File: config.mk
export PLATFORM = sky130hd
export DESIGN_NAME = tape_csw_player_flat
export DESIGN_NICKNAME = d
export VERILOG_FILES = /design/src/rtl/tape_csw_player_if.sv /design/src/rtl/tape_csw_player.sv /design/src/flat_wrapper.sv
export SDC_FILE = /design/constraint.sdc
export NUM_CORES = 1
export LEC_CHECK = 0
export ABC_CLOCK_PERIOD_IN_PS = 4500
export CORE_MARGIN = 1
export CORE_UTILIZATION = 57
export CTS_BUF_LIST = sky130_fd_sc_hd__clkbuf_8
export CTS_CLUSTER_DIAMETER = 100
export DETAILED_ROUTE_END_ITERATION = 10
export PLACE_DENSITY = 0.84
export SLEW_MARGIN = 20
export SYNTH_ARGS = -nofsm -noshare
export SYNTH_HDL_FRONTEND = slang
export SYNTH_SLANG_ARGS = --single-unit
File: constraint.sdc
create_clock -name clk_sys -period 4.5 [get_ports clk_sys]
set_input_delay 0.9 -clock clk_sys [delete_from_list [all_inputs] [get_ports clk_sys]]
set_output_delay 0.9 -clock clk_sys [all_outputs]
set_load 0.02 [all_outputs]
File: src/rtl/tape_csw_player_if.sv
// Tape image read port: the player requests one SDRAM byte at a time and
// waits for a single-cycle acknowledge carrying the data.
interface tape_csw_player_if;
   logic        rd_req;
   logic [24:0] rd_addr;
   logic [7:0]  rd_data;
   logic        rd_ack;

   modport master (output rd_req, rd_addr, input rd_data, rd_ack);
   modport slave  (input rd_req, rd_addr, output rd_data, rd_ack);
endinterface

File: src/rtl/tape_csw_player.sv
// CSW run-length tape replay: streams pulse lengths from SDRAM and toggles
// the regenerated EAR level after each run of N samples.
//
// state   | meaning
// --------+------------------------------------------------------------
// S_IDLE  | stopped, waiting for play (also after eof or rewind)
// S_FETCH | reading the next run byte (nonzero = short run, 0 = extended)
// S_EXT   | reading the four little-endian bytes of an extended run
// S_RUN   | counting down the current run, toggles tape_in when it ends
// S_PAUSE | run frozen (pulse, div, tape_in held) until play toggles again
module tape_csw_player #(
   parameter int DIV = 136
) (
   input  logic              clk_sys,
   input  logic              reset,
   input  logic              ce_tick,
   input  logic [24:0]       tape_base,
   input  logic [24:0]       tape_size,
   input  logic              tape_ready,
   input  logic              play_toggle,
   input  logic              rewind,
   tape_csw_player_if.master rd,
   output logic              tape_in,
   output logic              active,
   output logic              eof
);

   typedef enum logic [2:0] {
      S_IDLE,
      S_FETCH,
      S_EXT,
      S_RUN,
      S_PAUSE
   } state_t;

   localparam logic [7:0] DIV_LAST = 8'(DIV - 1);

   state_t      state;
   logic [24:0] ptr;
   logic [31:0] pulse;
   logic [7:0]  div;
   logic [1:0]  ext_cnt;
   logic        pause_pend;
   logic        tape_ready_q;

   logic        rewind_evt;
   logic        rd_hit;
   logic        at_end;
   logic        pause_now;
   logic [31:0] ext_word;

   assign rewind_evt = rewind | (tape_ready_q & ~tape_ready);
   assign rd_hit     = rd.rd_req & rd.rd_ack;
   assign at_end     = (ptr >= tape_size);
   assign pause_now  = pause_pend | play_toggle;
   // Extended bytes arrive LSB first, so shifting in from the top leaves
   // the first byte in pulse[7:0] after the fourth one.
   assign ext_word   = {rd.rd_data, pulse[31:8]};
   assign rd.rd_addr = tape_base + ptr;

   always_ff @(posedge clk_sys) begin
      if (reset) tape_ready_q <= 1'b0;
      else       tape_ready_q <= tape_ready;
   end

   always_ff @(posedge clk_sys) begin
      if (reset || rewind_evt) begin
         state      <= S_IDLE;
         ptr        <= '0;
         pulse      <= '0;
         div        <= '0;
         ext_cnt    <= '0;
         pause_pend <= 1'b0;
         rd.rd_req  <= 1'b0;
         tape_in    <= 1'b0;
         active     <= 1'b0;
         eof        <= 1'b0;
      end else begin
         case (state)
            S_IDLE: begin
               if (play_toggle && tape_ready && (ptr < tape_size) && !eof) begin
                  state  <= S_FETCH;
                  active <= 1'b1;
               end
            end

            S_FETCH: begin
               if (play_toggle) pause_pend <= 1'b1;
               if (!rd.rd_req) begin
                  // only reachable at the end after a skipped zero record
                  if (at_end) begin
                     state  <= S_IDLE;
                     active <= 1'b0;
                     eof    <= 1'b1;
                  end else begin
                     rd.rd_req <= 1'b1;
                  end
               end else if (rd_hit) begin
                  rd.rd_req <= 1'b0;
                  ptr       <= ptr + 25'd1;
                  if (rd.rd_data != 8'h00) begin
                     pulse <= {24'd0, rd.rd_data};
                     div   <= '0;
                     if (pause_now) begin
                        state      <= S_PAUSE;
                        active     <= 1'b0;
                        pause_pend <= 1'b0;
                     end else begin
                        state <= S_RUN;
                     end
                  end else begin
                     state   <= S_EXT;
                     ext_cnt <= '0;
                  end
               end
            end

            S_EXT: begin
               if (play_toggle) pause_pend <= 1'b1;
               if (!rd.rd_req) begin
                  if (at_end) begin
                     state  <= S_IDLE;
                     active <= 1'b0;
                     eof    <= 1'b1;
                  end else begin
                     rd.rd_req <= 1'b1;
                  end
               end else if (rd_hit) begin
                  rd.rd_req <= 1'b0;
                  ptr       <= ptr + 25'd1;
                  pulse     <= ext_word;
                  ext_cnt   <= ext_cnt + 2'd1;
                  if (ext_cnt == 2'd3) begin
                     if (ext_word != 32'd0) begin
                        div <= '0;
                        if (pause_now) begin
                           state      <= S_PAUSE;
                           active     <= 1'b0;
                           pause_pend <= 1'b0;
                        end else begin
                           state <= S_RUN;
                        end
                     end else begin
                        // zero-length record: skip without a level change,
                        // any pending pause carries over to the next record
                        state <= S_FETCH;
                     end
                  end
               end
            end

            S_RUN: begin
               if (play_toggle) begin
                  state  <= S_PAUSE;
                  active <= 1'b0;
               end else if (ce_tick) begin
                  if (div == DIV_LAST) begin
                     div   <= '0;
                     pulse <= pulse - 32'd1;
                     if (pulse == 32'd1) begin
                        tape_in <= ~tape_in;
                        if (at_end) begin
                           state  <= S_IDLE;
                           active <= 1'b0;
                           eof    <= 1'b1;
                        end else begin
                           state <= S_FETCH;
                        end
                     end
                  end else begin
                     div <= div + 8'd1;
                  end
               end
            end

            S_PAUSE: begin
               if (play_toggle) begin
                  state  <= S_RUN;
                  active <= 1'b1;
               end
            end

            default: begin
               state     <= S_IDLE;
               active    <= 1'b0;
               rd.rd_req <= 1'b0;
            end
         endcase
      end
   end

endmodule

File: src/flat_wrapper.sv
// flat-port wrapper written by rule: the top's interface ports become plain ports
module tape_csw_player_flat 
#(
   parameter int DIV = 136
)
  (clk_sys, reset, ce_tick, tape_base, tape_size, tape_ready, play_toggle, rewind, tape_in, active, eof, rd_rd_req, rd_rd_addr, rd_rd_data, rd_rd_ack);
  tape_csw_player_if rd_i ();
  input  logic clk_sys;
  input  logic reset;
  input  logic ce_tick;
  input  logic [24:0] tape_base;
  input  logic [24:0] tape_size;
  input  logic tape_ready;
  input  logic play_toggle;
  input  logic rewind;
  output logic tape_in;
  output logic active;
  output logic eof;
  output wire logic [$bits(rd_i.rd_req)-1:0] rd_rd_req;
  output wire logic [$bits(rd_i.rd_addr)-1:0] rd_rd_addr;
  input wire logic [$bits(rd_i.rd_data)-1:0] rd_rd_data;
  input wire logic [$bits(rd_i.rd_ack)-1:0] rd_rd_ack;
  assign rd_rd_req = rd_i.rd_req;
  assign rd_rd_addr = rd_i.rd_addr;
  assign rd_i.rd_data = rd_rd_data;
  assign rd_i.rd_ack = rd_rd_ack;
  tape_csw_player #(.DIV(DIV)) u_core (.clk_sys(clk_sys), .reset(reset), .ce_tick(ce_tick), .tape_base(tape_base), .tape_size(tape_size), .tape_ready(tape_ready), .play_toggle(play_toggle), .rewind(rewind), .rd(rd_i), .tape_in(tape_in), .active(active), .eof(eof));
endmodule
==> reports/metrics.cfg <==
[worst_setup_path]
worstPathRequired_ns=3.60
critPathTopFamily=buffers and inverters
worst-path-max-fanout=2
crit_path_end_kind=output pin
r2r_slack_ns=1.65
crit_top_cell=a21o_1
crit_path_top_delay_cell=clkdlybuf4s50_1
capture_instance_of_the_worst_register_to_register_path=u_core.state[0]
reg2reg_from=u_core.pulse[12]
cp_cell_sequence=clkdlybuf4s50_1 > ha_1 > inv_1 > fa_1 > nor2b_2 > o2111ai_1 > nand2_1 > buf_4 > a21o_1 > a21o_1 > a21o_1 > a21oi_1 > xnor2_1 > clkdlybuf4s15_1
reg2reg_depth=7
buffers_inverters_on_critical_path=4
critPathLaunchType=primary input
worstSetupPathType=primary input to output pin
critPathArrivalTime_ns=3.49
crit_path_max_incr_delay_ns=0.40

[grt]
initial_antenna_violation_count=0
track_usage_pct=31.1
globalRouteMet3Util_pct=4.41
maximum_number_of_pins_on_one_net_before_global_route_repair=45
first_pass_grt_wire_length_um=29000
grt.overflow.total=0
globalRouteMet2Util_pct=53.1
via_count_of_the_first_global_routing_pass=6282
met1_resource_use_gr_pct=41.0
busiest_layer=met2

[route]
detailroute.via_count=6483
drt_initial_violations=457
detailedRoute.firstPassIterationCount=5
ant_nets=0
detail_route.drc_violations=0
route.detailed.vias_per_inst=5.99
finalWirelength_um=17500
per_cell_routed_wire_length_um=16.1

[power]
share_of_total_power_consumed_by_net_switching_pct=24.8
p_leak_nw=3.26
clkPwrFrac_pct=42.6
power.density_cell_area_mw_per_mm2=208
report.power.total_w=0.00162
total_switching_power_w=0.000403
power.internal_w=0.00122
power.ir.vdd_worst_v=0.000143
p_seq_share_pct=41.7
p_comb_share_pct=15.7

[logic_synthesis]
post_synth_fa_ha_maj_area_fraction_pct=11.2
synthXorXnorAreaFrac_pct=7.76
seq_area_frac_synth_pct=24.5
synth_seq_cells=76
synth_edf_count=0
compound_gate_portion_of_the_synthesized_area_pct=24.0
mappedNetlistNets=942
post_synth_and_or_nand_nor_area_fraction_pct=26.9
synthCells=822
post_synthesis_async_set_or_reset_flop_share_pct=0
yosysWarnings=0
netlist_area_mm2=0.00621
synth_top_family_by_area=simple AND/OR/NAND/NOR gates
synth.mux.area_fraction_pct=0.827
synth.distinct_cells=76
syn_area_per_cell_um2=7.55
synth-main-ff-cell=dfxtp_1

[hold_path]
holdCritPathClass=flop to flop
hold_end=u_core.ext_cnt[1]
hold_path.startpoint=u_core.ext_cnt[1]
worst_hold_path.num_cells=2

[cells_and_area]
fill_cells=803
layout-drive-gt1-share_pct=10.3
final_net_count=1062
synthToLayoutAreaGrowth_pct=25.7
n_antenna_cell=0

[run_status]
status=finished clean

[place]
port_buffers=93
post-dp-hpwl_um=12900
gpl.final_weighted_congestion=0.941
place_ws_ns=-0.423

[floorplanning]
dieArea_mm2=0.0113
rows=37
design.portCount=94
core-area_mm2=0.0105
die_height_um=106
chipWidth_um=106
start_util_pct=59.3

[sta]
relSlewSlack_pct=44.4
finalCritPeriodShare_pct=97.6
hold_slack_ns=0.471
layout_setup_ws_ns=0.107
timing.final.crit_period_ns=4.39
setup_tns_ns=0
worst-slew-pin-transition_ns=0.829
final_hold_viol_count=0
worst_skew_ns=0.0132
number_of_max_slew_violations_in_the_final_report=0
setup_viol_count_final=0
maxClockFrequency_ghz=0.228

[clock_network]
cts_tree=done
cts_buffers=9
clk_pin_slew_worst_paths_ns=0.08
h_tree_levels=3
ctsRootBufferMaster=clkbuf_8
numClockSinks=76
clock_latency_on_the_worst_skew_pair_ns=0.36
clockBufferDepth=2

[flow_run]
drv_cap=0

worst max path at each step:
stage	from	end	slack [ns]	cells past startpoint
floorplan	tape_base[1]	rd_rd_addr[23]	0.25	8
global placement	tape_base[1]	rd_rd_addr[23]	-0.41	11
detailed placement	tape_base[1]	rd_rd_addr[23]	-0.42	11
CTS	tape_base[1]	rd_rd_addr[23]	-0.04	11
global route	tape_base[1]	rd_rd_addr[21]	-0.01	12
finish	tape_base[0]	rd_rd_addr[10]	0.11	14
cell usage in the layout, fill, tap and decap left out, drive strengths merged, types with 26 or more instances in the layout:
cell | synthesis | routed
nor3 | 37 | 37
buf | 7 | 50
a21oi | 56 | 56
nand2 | 68 | 68
inv | 47 | 48
clkdlybuf4s50 | 0 | 78
xnor2 | 26 | 26
nor2 | 111 | 111
o21ai | 60 | 60
ha | 54 | 54
dfxtp | 76 | 76
xor2 | 29 | 29
kinds of logic (layout without fill, tap and decap cells):
group	Yosys count	after routing
XOR/XNOR	55	55
AND/OR/NAND/NOR	328	328
flip-flops	76	76
adder cells (fa/ha/maj)	55	55
buffers and inverters	77	202
AO/OA/AOI/OAI	226	226
multiplexers	5	5
cell usage after synthesis (3+ instances only):
| master | n | share of area (%) |
|---|---|---|
| nor2_1 | 109 | 6.6 |
| mux2i_1 | 4 | 0.65 |
| o21ai_0 | 59 | 4.8 |
| nand4_1 | 17 | 1.7 |
| o21bai_1 | 7 | 0.85 |
| xnor2_1 | 26 | 3.7 |
| a22o_1 | 3 | 0.42 |
| nor2b_1 | 10 | 1.0 |
| o31ai_1 | 5 | 0.60 |
| nor4_1 | 5 | 0.50 |
| a211oi_1 | 15 | 1.8 |
| o211ai_1 | 6 | 0.73 |
| a221oi_1 | 5 | 0.71 |
| ha_1 | 54 | 11 |
| and2_1 | 5 | 0.50 |
| and3_1 | 12 | 1.2 |
| buf_2 | 4 | 0.32 |
| xor2_1 | 29 | 4.1 |
| dfxtp_1 | 76 | 25 |
| a21oi_1 | 55 | 4.4 |
| a21o_1 | 19 | 2.3 |
| nand2_1 | 68 | 4.1 |
| a311oi_1 | 3 | 0.42 |
| nor3_1 | 34 | 2.7 |
| o22ai_1 | 3 | 0.30 |
| o21a_1 | 6 | 0.73 |
| inv_1 | 47 | 2.8 |
| nand3_1 | 22 | 1.8 |
| or4_1 | 6 | 0.73 |
| nand2b_1 | 8 | 0.81 |
| and4_1 | 4 | 0.56 |
| nor4_4 | 3 | 1.0 |
| a211o_1 | 3 | 0.42 |
| clkbuf_1 | 22 | 1.3 |
| a22oi_1 | 10 | 1.2 |
| or3_1 | 6 | 0.60 |
registers in the layout, indices dropped and copies added, names as in the netlist:
name	flops
u_core.tape_ready_q	1
u_core.rd.rd_req	1
u_core.pulse	32
u_core.ext_cnt	2
u_core.eof	1
u_core.pause_pend	1
u_core.active	1
u_core.tape_in	1
u_core.div	8
u_core.ptr	25
u_core.state	3
worst min-delay path: cells and delay by family, from the launching register on:
family / cells / cell delay [ns]
flops: 1 / 0.32
simple gates: 1 / 0.05
compound gates: 1 / 0.05
area by class of cell:
type	instances	area [um^2]	share of cell area (%)
Clock inverter	7	140	1.80
Sequential cell	76	1520	19.5
Tap cell	136	170	2.18
Inverter	48	180	2.31
Clock buffer	9	124	1.59
Multi-Input combinational cell	669	4420	56.7
Timing Repair Buffer	138	1240	15.9
per-layer routing:
metal	up-vias	part of all wire (%)
met5	-	0
met4	0	1.8
met3	31	6.4
met2	255	47
met1	2990	45
li1	3207	-
power by group through the flow:
stage                     combinational [W]  clock, W  sequential, W
after global routing               0.000276  0.000729       0.000678
after global placement             0.000247         0       0.000693
after floorplan                    0.000130         0       0.000693
after detailed placement           0.000253         0       0.000693
after CTS                          0.000252  0.000692       0.000677
final                              0.000255  0.000693       0.000677
stage by stage:
stage	util (%)	instances	cell area, um^2
finish	74.6	1083	7800
global route	74.6	1083	7800
CTS	74.3	1083	7780
detailed placement	72.0	1067	7530
global placement	72.0	1067	7530
floorplan	-	822	6210
repair_timing:
action                                  in CTS  in global routing
pin swaps                                    0                  4
resized for setup                           30                 22
endpoints found under the setup margin      13                 15
endpoints found under the hold margin        0                  0
setup buffers                                0                  0
hold buffers                                 0                  0
(Power assumes the default switching activity.)
